===== config.mk =====
export PLATFORM = sky130hd
export DESIGN_NAME = unidade_controle
export DESIGN_NICKNAME = d
export VERILOG_FILES = /design/src/rtl/unidade_controle.sv
export SDC_FILE = /design/constraint.sdc
export NUM_CORES = 1
export LEC_CHECK = 0
export CAP_MARGIN = 20
export CORE_UTILIZATION = 39
export CTS_CLUSTER_DIAMETER = 200
export DETAILED_ROUTE_END_ITERATION = 10
export GPL_TIMING_DRIVEN = 0
export HOLD_SLACK_MARGIN = 0.06
export PLACE_DENSITY_LB_ADDON = 0.1
export REMOVE_ABC_BUFFERS = 1
export SETUP_SLACK_MARGIN = 0.5
export SKIP_CTS_REPAIR_TIMING = 1
export SLEW_MARGIN = 20
export SYNTH_ARGS = -nofsm -noshare
export SYNTH_HDL_FRONTEND = slang
export SYNTH_SLANG_ARGS = --single-unit

===== constraint.sdc =====
create_clock -name Clock -period 2.3 [get_ports Clock]
set_input_delay 0.345 -clock Clock [delete_from_list [all_inputs] [get_ports Clock]]
set_output_delay 0.345 -clock Clock [all_outputs]
set_load 0.02 [all_outputs]

===== src/rtl/unidade_controle.sv =====
// unidade_controle: multi-cycle control FSM of the simple processor.
// Requests an IR load in T0, decodes the latched instruction in T1 and
// sequences register file, bus mux, A, ALU and G enables through T2/T3.
// Optional feature: define UNIDADE_CONTROLE_MVNZ_EN to decode opcode 0100 as mvnz.
//
// state | meaning
// T0    | fetch: IRin follows Run, leave T0 only when Run=1
// T1    | decode; mv/mvi/mvnz/NOP complete here, add/sub load A
// T2    | add/sub: Y onto the bus, G <= A +/- bus
// T3    | add/sub: G onto the bus, write back to X
module unidade_controle #(
    parameter int NREG = 8,
    parameter int OPW  = 4
) (
    input  logic            Clock,
    input  logic            Resetn,
    input  logic            Run,
    input  logic [9:0]      IR,
    input  logic            Gnz,
    output logic            IRin,
    output logic [NREG-1:0] Rin,
    output logic [NREG-1:0] Rout,
    output logic            DINout,
    output logic            Gout,
    output logic            Ain,
    output logic            Gin,
    output logic            AddSub,
    output logic            Done,
    output logic [1:0]      Tstep
);

    typedef enum logic [1:0] {
        T0 = 2'd0,
        T1 = 2'd1,
        T2 = 2'd2,
        T3 = 2'd3
    } tstep_t;

    localparam logic [OPW-1:0]  OP_MV  = OPW'(0);
    localparam logic [OPW-1:0]  OP_MVI = OPW'(1);
    localparam logic [OPW-1:0]  OP_ADD = OPW'(2);
    localparam logic [OPW-1:0]  OP_SUB = OPW'(3);
`ifdef UNIDADE_CONTROLE_MVNZ_EN
    localparam logic [OPW-1:0]  OP_MVNZ = OPW'(4);
`endif
    localparam logic [NREG-1:0] ONE    = NREG'(1);

    tstep_t          state;
    logic [OPW-1:0]  opcode;
    logic [2:0]      rx;
    logic [2:0]      ry;
    logic [NREG-1:0] x_hot;
    logic [NREG-1:0] y_hot;
    logic            is_arith;

    assign opcode   = IR[9 -: OPW];
    assign rx       = IR[5:3];
    assign ry       = IR[2:0];
    assign x_hot    = ONE << rx;
    assign y_hot    = ONE << ry;
    assign is_arith = (opcode == OP_ADD) || (opcode == OP_SUB);
    assign Tstep    = state;

`ifndef UNIDADE_CONTROLE_MVNZ_EN
    // Gnz only matters for mvnz; keep the port without a dangling input.
    logic gnz_unused;
    assign gnz_unused = Gnz;
`endif

    // Step sequencer: T0 waits for Run, add/sub run to T3, everything else ends in T1.
    always_ff @(posedge Clock or posedge Resetn) begin
        if (Resetn) begin
            state <= T0;
        end else begin
            case (state)
                T0:      state <= Run ? T1 : T0;
                T1:      state <= is_arith ? T2 : T0;
                T2:      state <= T3;
                T3:      state <= T0;
                default: state <= T0;
            endcase
        end
    end

    // Control enables decoded from the current step and the latched instruction; all quiet in reset.
    always_comb begin
        IRin   = 1'b0;
        Rin    = '0;
        Rout   = '0;
        DINout = 1'b0;
        Gout   = 1'b0;
        Ain    = 1'b0;
        Gin    = 1'b0;
        AddSub = 1'b0;
        Done   = 1'b0;
        if (!Resetn) begin
            case (state)
                T0: begin
                    IRin = Run;
                end
                T1: begin
                    case (opcode)
                        OP_MV: begin
                            Rout = y_hot;
                            Rin  = x_hot;
                            Done = 1'b1;
                        end
                        OP_MVI: begin
                            DINout = 1'b1;
                            Rin    = x_hot;
                            Done   = 1'b1;
                        end
                        OP_ADD, OP_SUB: begin
                            Rout = x_hot;
                            Ain  = 1'b1;
                        end
`ifdef UNIDADE_CONTROLE_MVNZ_EN
                        OP_MVNZ: begin
                            if (Gnz) begin
                                Rout = y_hot;
                                Rin  = x_hot;
                            end
                            Done = 1'b1;
                        end
`endif
                        default: begin
                            Done = 1'b1;
                        end
                    endcase
                end
                T2: begin
                    Rout   = y_hot;
                    Gin    = 1'b1;
                    AddSub = IR[6];
                end
                T3: begin
                    Gout = 1'b1;
                    Rin  = x_hot;
                    Done = 1'b1;
                end
                default: begin
                    IRin = 1'b0;
                end
            endcase
        end
    end

endmodule

==> Implementation_results.wiki, run 1 <==
{| class="wikitable"
! Metric !! Value
|-
| Min-Delay Path Depth || 1
|-
| Post-route minimum period || 2245 ps
|-
| Critical path data arrival time || 1900 ps
|-
| Number of placed instances with taps included || 131
|-
| Proportion of synthesized chip area in sequential cells || 8.130%
|-
| Setup TNS Final || 0 ps
|-
| Max_cap viols || 0
|-
| Final setup skew || 2.938 ps
|-
| Startpoint of the most critical register-to-register path || Tstep[0]
|-
| GRT met1 Usage || 25.78%
|-
| Count of mapped cells out of synthesis || 84
|-
| Total inserted antenna cells || 0
|-
| Critical path start-end classification || register to output port
|-
| Average cell area after synthesis || 7.328 um2
|-
| Critical-path maximum fanout || 4
|-
| Largest cells by area after synthesis || dfrtp_1 (8.1%), ha_1 (8.1%), nor2_1 (7.9%)
|-
| Wire length after detailed routing || 1942 um
|-
| Dpl hpwl || 1205 um
|-
| Reg2Reg Capture Point || Tstep[0]
|-
| Max Buffers Root-to-Sink || 2
|-
| Post-synthesis cell type with the largest combined area || dfrtp_1
|-
| Peak-usage layer in the global routing report || met2
|-
| Clock-pin transition on the worst setup and hold timing paths || 30 ps
|-
| Power density relative to cell area || 239.4 nW/um2
|-
| Area Growth Syn to Fin || 70.53%
|-
| P_leak || 0.5696 nW
|-
| Y dimension of the die || 41.73 um
|-
| Post-synthesis sequential element count || 2
|-
| Commonest non-fill, non-tap cell in the layout || buf_4
|-
| Commonest cells after routing, fill and taps aside || buf_4 (18), nor2_1 (13), dlymetal6s2s_1 (13)
|-
| CP required || 1960 ps
|-
| Max-slew violation count || 0
|-
| Floorplan core area || 1383 um2
|-
| Depth of the most critical reg-to-reg path || 4
|-
| Depth of the CTS H-tree || 1
|-
| Number of CTS-inserted buffers || 3
|-
| Slew @ Worst Pin || 396.1 ps
|-
| Critical Path Start Type || register
|-
| Final setup violation count || 0
|-
| Port-buffer cells || 37
|-
| Drt via density || 5.596
|-
| Sink Count || 2
|-
| Tcrit/Tclk final || 97.63%
|-
| Total vias in the final route || 789
|-
| 1st-iter DRT viols || 25
|-
| Min-Delay Startpoint || Tstep[0]
|-
| Post-layout instance count excluding filler cells || 141
|-
| Peak VDD IR || 129.3 uV
|-
| All-Layer GR Usage || 18.95%
|-
| Share of final-layout standard cells stronger than drive strength 1 || 32.54%
|-
| Worst skew pair latency || 230 ps
|-
| Average wire length per cell after detail routing || 13.77 um
|-
| Worst setup slack for register-to-register paths || 1120 ps
|-
| Number of warnings reported in the yosys synthesis log || 0
|-
| Filler instances || 114
|-
| Status || finished, final reports clean
|-
| Clock tree from TritonCTS || done
|-
| Clock root buffer || clkbuf_4
|-
| Number of detailed-route iterations in the first pass || 4
|-
| Top-level port count || 39
|-
| Final ANT Viol Nets || 0
|-
| Yosys cell types || 34
|-
| M3 GR Usage || 3.043%
|-
| Die area || 1741 um2
|-
| Grt ovf || 0
|-
| Max Clk Rate || 0.4453 GHz
|-
| Number of global-route vias before repair || 615
|-
| Starting Density || 44.52%
|-
| First-pass GRT wire length || 2656 um
|-
| Met2 global-route usage || 29.38%
|-
| Number of remaining DRC errors || 0
|-
| Portion of synthesized cell area occupied by the leading cell type || 8.130%
|-
| Worst hold path type || register to register
|-
| Total number of nets in the final design || 146
|-
| Largest net degree at the start of global routing || 14
|-
| Site row count || 13
|-
| Final GP Congestion || 0.7768
|-
| Initial antenna violation count || 0
|-
| Worst-case headroom to the max-slew limit || 73.55%
|-
| Unrepaired setup endpoints after global routing || yes
|-
| Die width || 41.73 um
|-
| Final number of hold-violating endpoints || 0
|-
| Combined area of all synthesized cells || 615.6 um2
|-
| Worst setup EP type || output port
|}
-- kinds of logic after synthesis --
kind of cell / count (synthesis) / synth area share [%]
flip-flops: 2 / 8.130
adder cells (fa/ha/maj): 4 / 8.130
AO/OA/AOI/OAI: 18 / 18.09
AND/OR/NAND/NOR: 50 / 56.30
buffers and inverters: 10 / 9.347
-- metal layers --
layer | wire (um) | share of wire (%)
met2 | 954 | 49
met4 | 16 | 0.82
met1 | 853 | 44
met5 | 0 | 0
met3 | 118 | 6.1
-- area by class of cell --
class                           instances  area (um2)  area share, %
Multi-Input combinational cell         72       539.3          51.37
Sequential cell                         2       51.30          4.887
Tap cell                               15       18.77          1.788
Clock buffer                            3       22.52          2.145
Timing Repair Buffer                   44       399.1          38.02
Inverter                                5       18.77          1.788
-- critical path, cell delays in order (launching register included) --
cell	delay [ps]
dfrtp_1	400
inv_2	100
ha_4	160
nor4b_4	280
buf_4	180
o211ai_1	160
nor3_1	210
buf_2	200
-- how the worst max path moves through the flow --
stage / from / endpoint
2_1_floorplan: register / Rin[2]
3_3_place_gp: IR[9] / Rin[2]
3_5_place_dp: IR[9] / Rin[2]
4_1_cts: register / Rin[2]
5_1_grt: register / Rin[2]
6_report: register / Rin[2]
-- power breakdown --
group          internal, mW  switching (mW)
Sequential           0.0388         0.00551
Combinational        0.0603          0.0675
Clock                0.0576          0.0217
Total                 0.157          0.0946
-- Yosys cell counts, drive strengths merged --
master and count:
nor2 13, buf 5, dfrtp 2, and4b 1, nor2b 2, inv 5, o211ai 2, nand4b 3
a21oi 7, and2b 1, and4 1, nand3 4, ha 4, nand2 4, nand2b 2, and3 2
o21ai 2, or3b 1, or3 6, nand4 1, nor4b 2, a32oi 1, a31oi 6, and4bb 1
nor4bb 3, nor3 2, nand4bb 1
-- per-stage QoR --
step	util, %	hold WS (ps)	instance area (um2)	setup WS, ps	power (mW)
floorplan	-	102.8	576.8	22.67	0.09818
global placement	69.86	536.8	965.9	-523.8	0.1551
detailed placement	69.86	550.7	965.9	-567.9	0.1569
CTS	71.49	473.3	988.4	-688.9	0.2364
global route	75.93	569.0	1050	-49.80	0.2699
finish	75.93	547.7	1050	54.51	0.2514
Power figures use the tool's default switching activity.
==> inputs of run 2 (changes only) <==
- TNS_END_PERCENT: unset -> 30
==> run 2 against run 1 <==
Against the previous run: global-route usage did not move; largest cell class unchanged; combinational power fell by 5%; die area did not move; cell area fell by 4.5%; largest power group unchanged; wire length fell by 12%; first-iteration DRC count fell by 52%; critical path type unchanged.
==> Implementation_results.wiki, run 2 (synthesis gave the netlist of run 1 again) <==
{| class="wikitable"
! Metric !! Value
|-
| Port-buffer cells || 37
|-
| Commonest cells after routing, fill and taps aside || nor2_1 (13), clkdlybuf4s50_1 (13), buf_4 (10), clkbuf_2 (10), dlymetal6s2s_1 (8)
|-
| Max Clk Rate || 0.4633 GHz
|-
| Critical path start-end classification || register to output port
|-
| Logic gate share of total power || 49.8%
|-
| Worst setup slack for register-to-register paths || 1180 ps
|-
| Count of buffering cells on the critical path with inverters included || 3
|-
| Total number of nets in the final design || 144
|-
| Number of CTS-inserted buffers || 3
|-
| Wire length after detailed routing || 1714 um
|-
| First-pass GRT wire length || 2656 um
|-
| Internal power summed over all cells || 154.9 uW
|-
| Depth of the CTS H-tree || 1
|-
| Final ANT Viol Nets || 0
|-
| Clock-pin transition on the worst setup and hold timing paths || 30 ps
|-
| Post-route minimum period || 2158 ps
|-
| Top-level port count || 39
|-
| Number of global-route vias before repair || 615
|-
| Y dimension of the die || 41.73 um
|-
| Sink Count || 2
|-
| Final setup skew || 3.115 ps
|-
| Worst hold path type || primary input to async pin
|-
| P_leak || 0.4792 nW
|-
| Depth of the most critical reg-to-reg path || 5
|-
| Largest net degree at the start of global routing || 14
|-
| 1st-iter DRT viols || 12
|-
| Die width || 41.73 um
|-
| Unrepaired setup endpoints after global routing || yes
|-
| Slew @ Worst Pin || 390.1 ps
|-
| Crit path top cell by count || inv_1
|-
| Max_cap viols || 0
|-
| Final setup violation count || 0
|-
| Post-layout instance area || 1002 um2
|-
| Total vias in the final route || 759
|-
| Portion of total power attributed to the clock network || 32.3%
|-
| Critical-path maximum fanout || 10
|-
| Launch point of the worst path || Tstep[0]
|-
| Total inserted antenna cells || 0
|-
| Delay of the slowest cell on the worst path || 610 ps
|-
| Max-slew violation count || 0
|-
| Area used by sequential logic in the layout || 51.30 um2
|-
| Die area || 1741 um2
|-
| Overall power consumption || 246.2 uW
|-
| Dpl hpwl || 1205 um
|-
| CP required || 1960 ps
|-
| Final GP Congestion || 0.7768
|-
| Clock tree from TritonCTS || done
|-
| Number of remaining DRC errors || 0
|-
| Critical Path, Cell by Cell || inv_1 -> ha_2 -> inv_1 -> nor2_1 -> clkdlybuf4s50_1
|-
| Filler instances || 118
|-
| Area Growth Syn to Fin || 62.80%
|-
| Peak VDD IR || 126.7 uV
|-
| Worst-case headroom to the max-slew limit || 73.95%
|-
| Sw Pwr || 91.22 uW
|-
| Max Buffers Root-to-Sink || 2
|-
| Drt via density || 5.460
|-
| Worst skew pair latency || 230 ps
|-
| Worst setup EP type || output port
|-
| Sequential group share of total power || 17.9%
|-
| Critical path data arrival time || 1810 ps
|-
| All-Layer GR Usage || 18.95%
|-
| Floorplan core area || 1383 um2
|-
| Grt ovf || 0
|-
| Net switching fraction of the power || 37.05%
|-
| Tcrit/Tclk final || 93.84%
|-
| Instance area after placement || 965.9 um2
|-
| Clock root buffer || clkbuf_4
|-
| Average wire length per cell after detail routing || 12.33 um
|-
| Family of cells with the greatest summed delay on the critical path || buffers and inverters
|-
| Status || finished, final reports clean
|-
| Critical Path Start Type || register
|-
| Site row count || 13
|-
| Initial antenna violation count || 0
|-
| Slowest cell on the critical path || clkdlybuf4s50_1
|-
| Starting Density || 44.52%
|-
| Power density relative to cell area || 245.6 nW/um2
|-
| Final number of hold-violating endpoints || 0
|-
| Area used by multi-input combinational logic || 530.5 um2
|-
| Share of final-layout standard cells stronger than drive strength 1 || 28.23%
|-
| Number of detailed-route iterations in the first pass || 4
|}
run 2: final cells by class:
cell class,count,area share (%)
multi-input cells,72,52.93
repair buffers,42,35.96
flip-flops and latches,2,5.119
clock buffers,3,2.247
inverters,5,1.873
well taps,15,1.873
run 2: power by group through the flow:
stage,clock (mW),sequential [mW],combinational [mW]
floorplan,0,0.0459,0.0523
global placement,0,0.0427,0.112
detailed placement,0,0.0431,0.114
CTS,0.0792,0.0427,0.114
global route,0.0883,0.0448,0.133
finish,0.0796,0.0441,0.122
run 2: per-stage QoR:
step	hold WS (ps)	util, %	setup slack [ps]	std cells	setup TNS (ps)
floorplan	102.8	-	22.67	79	0
global placement	536.8	69.86	-523.8	131	-7220
detailed placement	550.7	69.86	-567.9	131	-7993
CTS	473.3	71.49	-688.9	134	-9835
global route	499.9	72.49	10.83	139	0
finish	465.2	72.49	141.7	139	0
run 2: worst register-to-register path, cell delays in order, from the launching register on:
cell	delay, ps
dfrtp_1	400
inv_2	100
ha_4	160
and4bb_1	260
nand2_1	70
o21ai_1	70
run 2: how the worst max path moves through the flow:
stage                  end  slack, ps  depth (start not counted)
detailed placement  Rin[2]       -570                          5
global placement    Rin[2]       -520                          5
floorplan           Rin[2]         20                          5
global route        Rin[2]         10                          7
finish                 Gin        140                          5
CTS                 Rin[2]       -690                          6
run 2: per-layer routing:
metal	track usage, %	part of all wire [%]	vias up
li1	-	-	399
met1	25.78	48	328
met2	29.38	46	30
met3	3.043	5.6	2
met4	7.742	0.88	0
met5	0	0	-
==> inputs of run 3 (changes only) <==
- SLEW_MARGIN: 20 -> 15
==> results of run 3 <==
No change in the layout: final DEF, timing and power equal those of run 2.
